<file path="config.mk">
export PLATFORM = sky130hd
export DESIGN_NAME = e203_exu_commit_arb
export DESIGN_NICKNAME = d
export VERILOG_FILES = /design/src/rtl/e203_exu_commit_arb_pkg.sv /design/src/rtl/e203_exu_commit_prio.sv /design/src/rtl/e203_exu_commit_arb.sv
export SDC_FILE = /design/constraint.sdc
export NUM_CORES = 1
export LEC_CHECK = 0
export ABC_AREA = 1
export CAP_MARGIN = 25
export CORE_MARGIN = 2
export CORE_UTILIZATION = 37
export CTS_CLUSTER_DIAMETER = 30
export DETAILED_ROUTE_END_ITERATION = 10
export GPL_ROUTABILITY_DRIVEN = 0
export GPL_TIMING_DRIVEN = 0
export MAX_ROUTING_LAYER = met4
export PLACE_DENSITY = 0.76
export SETUP_SLACK_MARGIN = 0.3
export SLEW_MARGIN = 10
export SYNTH_ARGS = -nofsm -noshare
export SYNTH_HDL_FRONTEND = slang
export SYNTH_HIERARCHICAL = 1
export SYNTH_SLANG_ARGS = --single-unit
</file>
<file path="constraint.sdc">
create_clock -name clk -period 2.2 [get_ports clk]
set_clock_uncertainty 0.2 [all_clocks]
set_input_delay 0.44 -clock clk [delete_from_list [all_inputs] [get_ports clk]]
set_output_delay 0.44 -clock clk [all_outputs]
set_load 0.01 [all_outputs]
</file>
<file path="src/rtl/e203_exu_commit_arb_pkg.sv">
// Shared definitions for the EXU commit/flush arbiter: FSM encoding and the
// default flush-operand width.
package e203_exu_commit_arb_pkg;

    localparam int E203_PC_SIZE = 32;

    typedef enum logic {
        IDLE     = 1'b0,
        WAIT_ACK = 1'b1
    } commit_arb_state_e;

endpackage

</file>
<file path="src/rtl/e203_exu_commit_prio.sv">
// Combinational lane priority logic: contiguous valid prefix, oldest
// eligible flush lane, and the mask of lanes younger than a given index.
module e203_exu_commit_prio
    import e203_exu_commit_arb_pkg::*;
#(
    parameter int NLANE = 2,
    parameter int LW    = 1
) (
    input  logic [NLANE-1:0] lane_valid,
    input  logic [NLANE-1:0] lane_flush,
    input  logic [LW-1:0]    kill_idx,
    output logic [NLANE-1:0] prefix_mask,
    output logic             win_vld,
    output logic [LW-1:0]    win_idx,
    output logic [NLANE-1:0] younger_mask
);

    logic prefix_run;

    always_comb begin
        prefix_run  = 1'b1;
        prefix_mask = '0;
        for (int i = 0; i < NLANE; i++) begin
            prefix_run     = prefix_run & lane_valid[i];
            prefix_mask[i] = prefix_run;
        end
    end

    // Scan from the youngest lane down so the oldest eligible lane wins;
    // a lane outside the valid prefix is never eligible.
    always_comb begin
        win_vld = 1'b0;
        win_idx = '0;
        for (int i = NLANE - 1; i >= 0; i--) begin
            if (prefix_mask[i] && lane_flush[i]) begin
                win_vld = 1'b1;
                win_idx = LW'(i);
            end
        end
    end

    always_comb begin
        younger_mask = '0;
        for (int i = 0; i < NLANE; i++) begin
            younger_mask[i] = (i > int'(kill_idx));
        end
    end

endmodule

</file>
<file path="src/rtl/e203_exu_commit_arb.sv">
// Multi-lane commit and flush arbiter: picks one flush source, holds its
// operands until the IFU acknowledges, and produces commit-ready/kill masks.
module e203_exu_commit_arb
    import e203_exu_commit_arb_pkg::*;
#(
    parameter int PC_SIZE = E203_PC_SIZE,
    parameter int NLANE   = 2,
    parameter int LW      = (NLANE > 1) ? $clog2(NLANE) : 1,
    parameter int CW      = $clog2(NLANE + 1)
) (
    input  logic                     clk,
    input  logic                     rst_n,
    input  logic [NLANE-1:0]         lane_valid,
    output logic [NLANE-1:0]         lane_ready,
    input  logic [NLANE-1:0]         lane_flush,
    input  logic [NLANE*PC_SIZE-1:0] lane_op1,
    input  logic [NLANE*PC_SIZE-1:0] lane_op2,
    input  logic                     excp_flush_req,
    input  logic [PC_SIZE-1:0]       excp_op1,
    input  logic [PC_SIZE-1:0]       excp_op2,
    output logic                     pipe_flush_req,
    input  logic                     pipe_flush_ack,
    output logic [PC_SIZE-1:0]       pipe_flush_add_op1,
    output logic [PC_SIZE-1:0]       pipe_flush_add_op2,
    output logic                     flush_pulse,
    output logic                     flush_src_excp,
    output logic [NLANE-1:0]         lane_kill,
    output logic [CW-1:0]            cmt_cnt,
    output logic                     flush_busy
);

    commit_arb_state_e state_q, state_d;
    logic [LW-1:0]      win_q, win_d;
    logic [PC_SIZE-1:0] op1_q, op1_d;
    logic [PC_SIZE-1:0] op2_q, op2_d;
    logic               src_excp_q, src_excp_d;
    logic [CW-1:0]      cmt_cnt_q, cmt_cnt_d;

    logic [PC_SIZE-1:0] lane_op1_arr [NLANE];
    logic [PC_SIZE-1:0] lane_op2_arr [NLANE];
    logic [NLANE-1:0]   prefix_mask;
    logic [NLANE-1:0]   younger_mask;
    logic               win_vld;
    logic [LW-1:0]      win_idx;
    logic [LW-1:0]      sel_idx;

    for (genvar g = 0; g < NLANE; g++) begin : g_unpack
        assign lane_op1_arr[g] = lane_op1[g*PC_SIZE +: PC_SIZE];
        assign lane_op2_arr[g] = lane_op2[g*PC_SIZE +: PC_SIZE];
    end

    // Kill mask is taken relative to the held winner while waiting for ack.
    assign sel_idx = (state_q == WAIT_ACK) ? win_q : win_idx;

    e203_exu_commit_prio #(
        .NLANE(NLANE),
        .LW   (LW)
    ) u_prio (
        .lane_valid  (lane_valid),
        .lane_flush  (lane_flush),
        .kill_idx    (sel_idx),
        .prefix_mask (prefix_mask),
        .win_vld     (win_vld),
        .win_idx     (win_idx),
        .younger_mask(younger_mask)
    );

    always_ff @(posedge clk) begin
        if (!rst_n) begin
            state_q    <= IDLE;
            win_q      <= '0;
            op1_q      <= '0;
            op2_q      <= '0;
            src_excp_q <= 1'b0;
            cmt_cnt_q  <= '0;
        end else begin
            state_q    <= state_d;
            win_q      <= win_d;
            op1_q      <= op1_d;
            op2_q      <= op2_d;
            src_excp_q <= src_excp_d;
            cmt_cnt_q  <= cmt_cnt_d;
        end
    end

    always_comb begin
        state_d    = state_q;
        win_d      = win_q;
        op1_d      = op1_q;
        op2_d      = op2_q;
        src_excp_d = src_excp_q;
        cmt_cnt_d  = '0;
        for (int i = 0; i < NLANE; i++) begin
            cmt_cnt_d = cmt_cnt_d + CW'(lane_valid[i] & lane_ready[i]);
        end
        case (state_q)
            IDLE: begin
                if ((excp_flush_req || win_vld) && !pipe_flush_ack) begin
                    state_d    = WAIT_ACK;
                    win_d      = excp_flush_req ? '0 : win_idx;
                    op1_d      = pipe_flush_add_op1;
                    op2_d      = pipe_flush_add_op2;
                    src_excp_d = excp_flush_req;
                end
            end
            WAIT_ACK: begin
                if (pipe_flush_ack) begin
                    state_d = IDLE;
                end
            end
        endcase
    end

    always_comb begin
        pipe_flush_req     = 1'b0;
        pipe_flush_add_op1 = '0;
        pipe_flush_add_op2 = '0;
        flush_src_excp     = 1'b0;
        lane_ready         = '0;
        case (state_q)
            IDLE: begin
                if (excp_flush_req) begin
                    pipe_flush_req     = 1'b1;
                    pipe_flush_add_op1 = excp_op1;
                    pipe_flush_add_op2 = excp_op2;
                    flush_src_excp     = 1'b1;
                end else if (win_vld) begin
                    // Older lanes retire now; the winner retires only with ack.
                    pipe_flush_req     = 1'b1;
                    pipe_flush_add_op1 = lane_op1_arr[win_idx];
                    pipe_flush_add_op2 = lane_op2_arr[win_idx];
                    lane_ready         = prefix_mask & ~younger_mask;
                    lane_ready[win_idx] = pipe_flush_ack;
                end else begin
                    lane_ready = prefix_mask;
                end
            end
            WAIT_ACK: begin
                pipe_flush_req     = 1'b1;
                pipe_flush_add_op1 = op1_q;
                pipe_flush_add_op2 = op2_q;
                flush_src_excp     = src_excp_q;
                if (pipe_flush_ack && !src_excp_q) begin
                    lane_ready[win_q] = 1'b1;
                end
            end
        endcase
        flush_pulse = pipe_flush_req & pipe_flush_ack;
        lane_kill   = '0;
        if (flush_pulse) begin
            lane_kill = flush_src_excp ? '1 : younger_mask;
        end
    end

    assign cmt_cnt    = cmt_cnt_q;
    assign flush_busy = (state_q == WAIT_ACK);

    logic [NLANE-1:0] ready_plus1;
    assign ready_plus1 = lane_ready + NLANE'(1);

    a_ready_prefix: assert property (@(posedge clk) disable iff (!rst_n)
        (state_q == IDLE) |-> ((lane_ready & ready_plus1) == '0));
    a_req_hold: assert property (@(posedge clk) disable iff (!rst_n)
        (rst_n && pipe_flush_req && !pipe_flush_ack) |=> pipe_flush_req);
    a_ops_stable: assert property (@(posedge clk) disable iff (!rst_n)
        (rst_n && pipe_flush_req && !pipe_flush_ack) |=>
            ($stable(pipe_flush_add_op1) && $stable(pipe_flush_add_op2)));

endmodule

</file>
==> results.md <==
- Initial Utilization: 38.1%
- Critical Path Fanout Max: 4
- Clk pin slew, worst setup/hold paths: 50 ps
- Synthesized flop and latch total: 69
- Chip height: 124 um
- Yosys warning total: 6
- Crit Path Category: input pin to primary output
- Post-layout nets: 1,663
- Register-to-Register Setup Slack: -100 ps
- Tmin final: 2530 ps
- Ranking of synthesized cells by area: nand2_1 39%, dfxtp_1 26%, inv_1 9.8%, nand3_1 6.4%, a21oi_1 4.4%
- Switching Fraction: 32.8%
- Via count: 8,277
- Dominant synthesized flop cell: dfxtp_1
- Avg Inst Size Synth: 5.18 sq um
- Power Dens Cells: 421 mW/mm^2
- Vias in the first global route: 7,388
- Maxcap violations: 0
- Power share of the sequential group: 28.5%
- Worst Tran Pin Value: 502 ps
- Synth-to-Final Area Change: 122%
- Distinct cell type count after synthesis: 23
- Die Wd: 124 um
- Outcome: finished, violations left
- # port buffers: 273
- Synthesized area: 0.00531 sq mm
- Post-synth EDFFs: 0
- Antenna viol nets, final: 0
- Initial antenna violation count: 1
- Worst skew pair latency: 330 ps
- Failing checks: setup timing
- Fmax: 396 MHz
- Layout filler cell count: 787
- DRC viols: 0
- Clock power share: 28.6%
- Clk root buf: clkbuf_16
- Top post-synthesis cells by count: 557 x nand2_1, 139 x inv_1, 69 x dfxtp_1
- H-tree Lvls: 3
- Initial DRT Pass Iterations: 6
- Post-layout worst setup margin: -328 ps
- Routed WL: 27.6 mm
- Post-synthesis net count: 1,225
- Final-report hold violation count: 0
- Async S/R FF share, synth: 0%
- Top cell type's share of synthesized area: 39.4%
- Max VDD drop: 409 uV
- Sequential share of the synthesized area: 26.0%
- Post-CTS Hold Fix Bufs: 0
- First-pass GRT wire length: 34.7 mm
- Tcrit/Tclk final: 115%
- Clock buffer depth: 2
- Slew Limit Fails: 0
- Site Rows: 43
- DR iter-0 viols: 548
- Sw power: 1.62 mW
- Largest net degree at the start of global routing: 12
- CTS tree: built
- Post-synth top area cell: nand2_1
- Cell area after placement: 0.00829 sq mm
- Tot GR Track Use: 29.9%
- Vias/cell: 5.03
- Gate power share: 42.9%
- Crit path required time: 1560 ps
- Crit path capture type: primary output
- Die Footprint: 0.0153 sq mm
- Dpl hpwl: 14.4 mm
- Core outline area: 0.0139 sq mm
- Most common cell in the synthesized netlist: nand2_1
- WL/cell: 16.8 um
- Rel. slew slack: 66.5%
- Boundary Pins: 274
- CTS Sinks: 69
- Design area: 0.0118 sq mm
- Mapped Cells: 1,024
- Ratio of cells with drive above 1 in the final layout: 38.1%
- Final TNS setup: -11,070 ps
- Overflow after GRT: 0
- Int Power: 3.33 mW
- Unrepaired setup endpoints after global routing: yes
- CTS Buf Count: 9
- Min-Delay Path Class: register to register
- Setup violators final: 70
- P_leak: 6.40 nW
- Crit path DAT: 1890 ps
- Crit path launch type: input pin
flip-flops by register name, summed over array words and instances, names as in the netlist:
register / cells
src_excp_q: 1
flush_busy: 1
op1_q: 32
win_q: 1
op2_q: 32
cmt_cnt: 2
kinds of logic (layout without fill, tap and decap cells):
| kind of cell | count (synthesis) | count (layout) | synth area share (%) |
|---|---|---|---|
| flip-flops | 69 | 69 | 26.0 |
| AND/OR/NAND/NOR | 676 | 676 | 50.2 |
| adder cells (fa/ha/maj) | 1 | 1 | 0.236 |
| AO/OA/AOI/OAI | 73 | 73 | 6.93 |
| buffers and inverters | 204 | 646 | 16.5 |
| other | 1 | 2 | 0.0707 |
power by group through the flow:
| stage | clock network [mW] | registers (mW) | logic, mW |
|---|---|---|---|
| after floorplan | 0 | 1.42 | 0.674 |
| after global placement | 0 | 1.42 | 1.44 |
| after detailed placement | 0 | 1.43 | 1.44 |
| after CTS | 1.43 | 1.40 | 1.73 |
| after global routing | 1.48 | 1.42 | 2.27 |
| final | 1.42 | 1.41 | 2.12 |
final cells by class:
type	instances	area, sq um	area share (%)
repair buffers	427	4450	37.8
multi-input cells	751	4260	36.2
flip-flops and latches	69	1380	11.8
plain buffers	58	604	5.14
inverters	146	562	4.78
clock buffers	9	225	1.92
well taps	180	225	1.92
clock inverters	6	55.1	0.468
diodes	1	2.50	0.0213
metrics by stage:
step                std cells  hold slack [ps]  utilization [%]  setup slack (ps)  total power, mW
CTS                      1609              296             74.8              -232             4.56
floorplan                1024              257                -              27.1             2.09
finish                   1647              304             84.4              -328             4.95
global route             1647              357             84.4              -322             5.16
global placement         1477              279             59.5             -1480             2.86
detailed placement       1477              282             59.5             -1480             2.87
routing by layer:
layer	vias to the layer above	part of all wire [%]	wire (um)	GRT usage, %
met5	-	0	0	-
met4	0	5.1	1420	13.2
met3	145	8.6	2370	6.14
met2	423	51	14000	52.6
met1	3791	36	9870	32.4
li1	3918	-	-	-
critical path: stages:
cell       delay [ps]
buf_8              80
nand3_4            80
nor2_4             80
buf_6             130
inv_4              50
buf_6             120
clkbuf_16         130
buf_2             170
nand2_1           160
nand2_2           120
nand2_4           110
nand3_4            80
buf_6             130
path summary, 6_finish.rpt:
check | depth (start not counted) | to | start
setup / recovery | 13 | pipe_flush_add_op2[17] | lane_valid[1]
hold / removal | 2 | win_q$_SDFFE_PN0P_ | win_q$_SDFFE_PN0P_
setup reg to reg | 16 | op2_q[24]$_SDFFE_PN0P_ | flush_busy$_SDFF_PN0_
hold reg to reg | 2 | win_q$_SDFFE_PN0P_ | win_q$_SDFFE_PN0P_
what timing repair did:
action,in CTS,in global routing
cloned,4,5
pin swaps,61,118
setup buffers,113,32
endpoints found under the setup margin,140,118
gates resized for setup,639,275
cells in the final DEF, fill, tap and decap left out, types with 25 or more instances in the layout:
cell type / n
buf_6: 156
nor2_1: 36
buf_2: 25
nand2_4: 95
clkdlybuf4s50_1: 195
nand2_2: 106
dfxtp_1: 68
a21oi_1: 45
nand3_1: 41
buf_4: 54
inv_1: 133
nand2_1: 356
No activity file was read; power rests on OpenSTA's default activity.
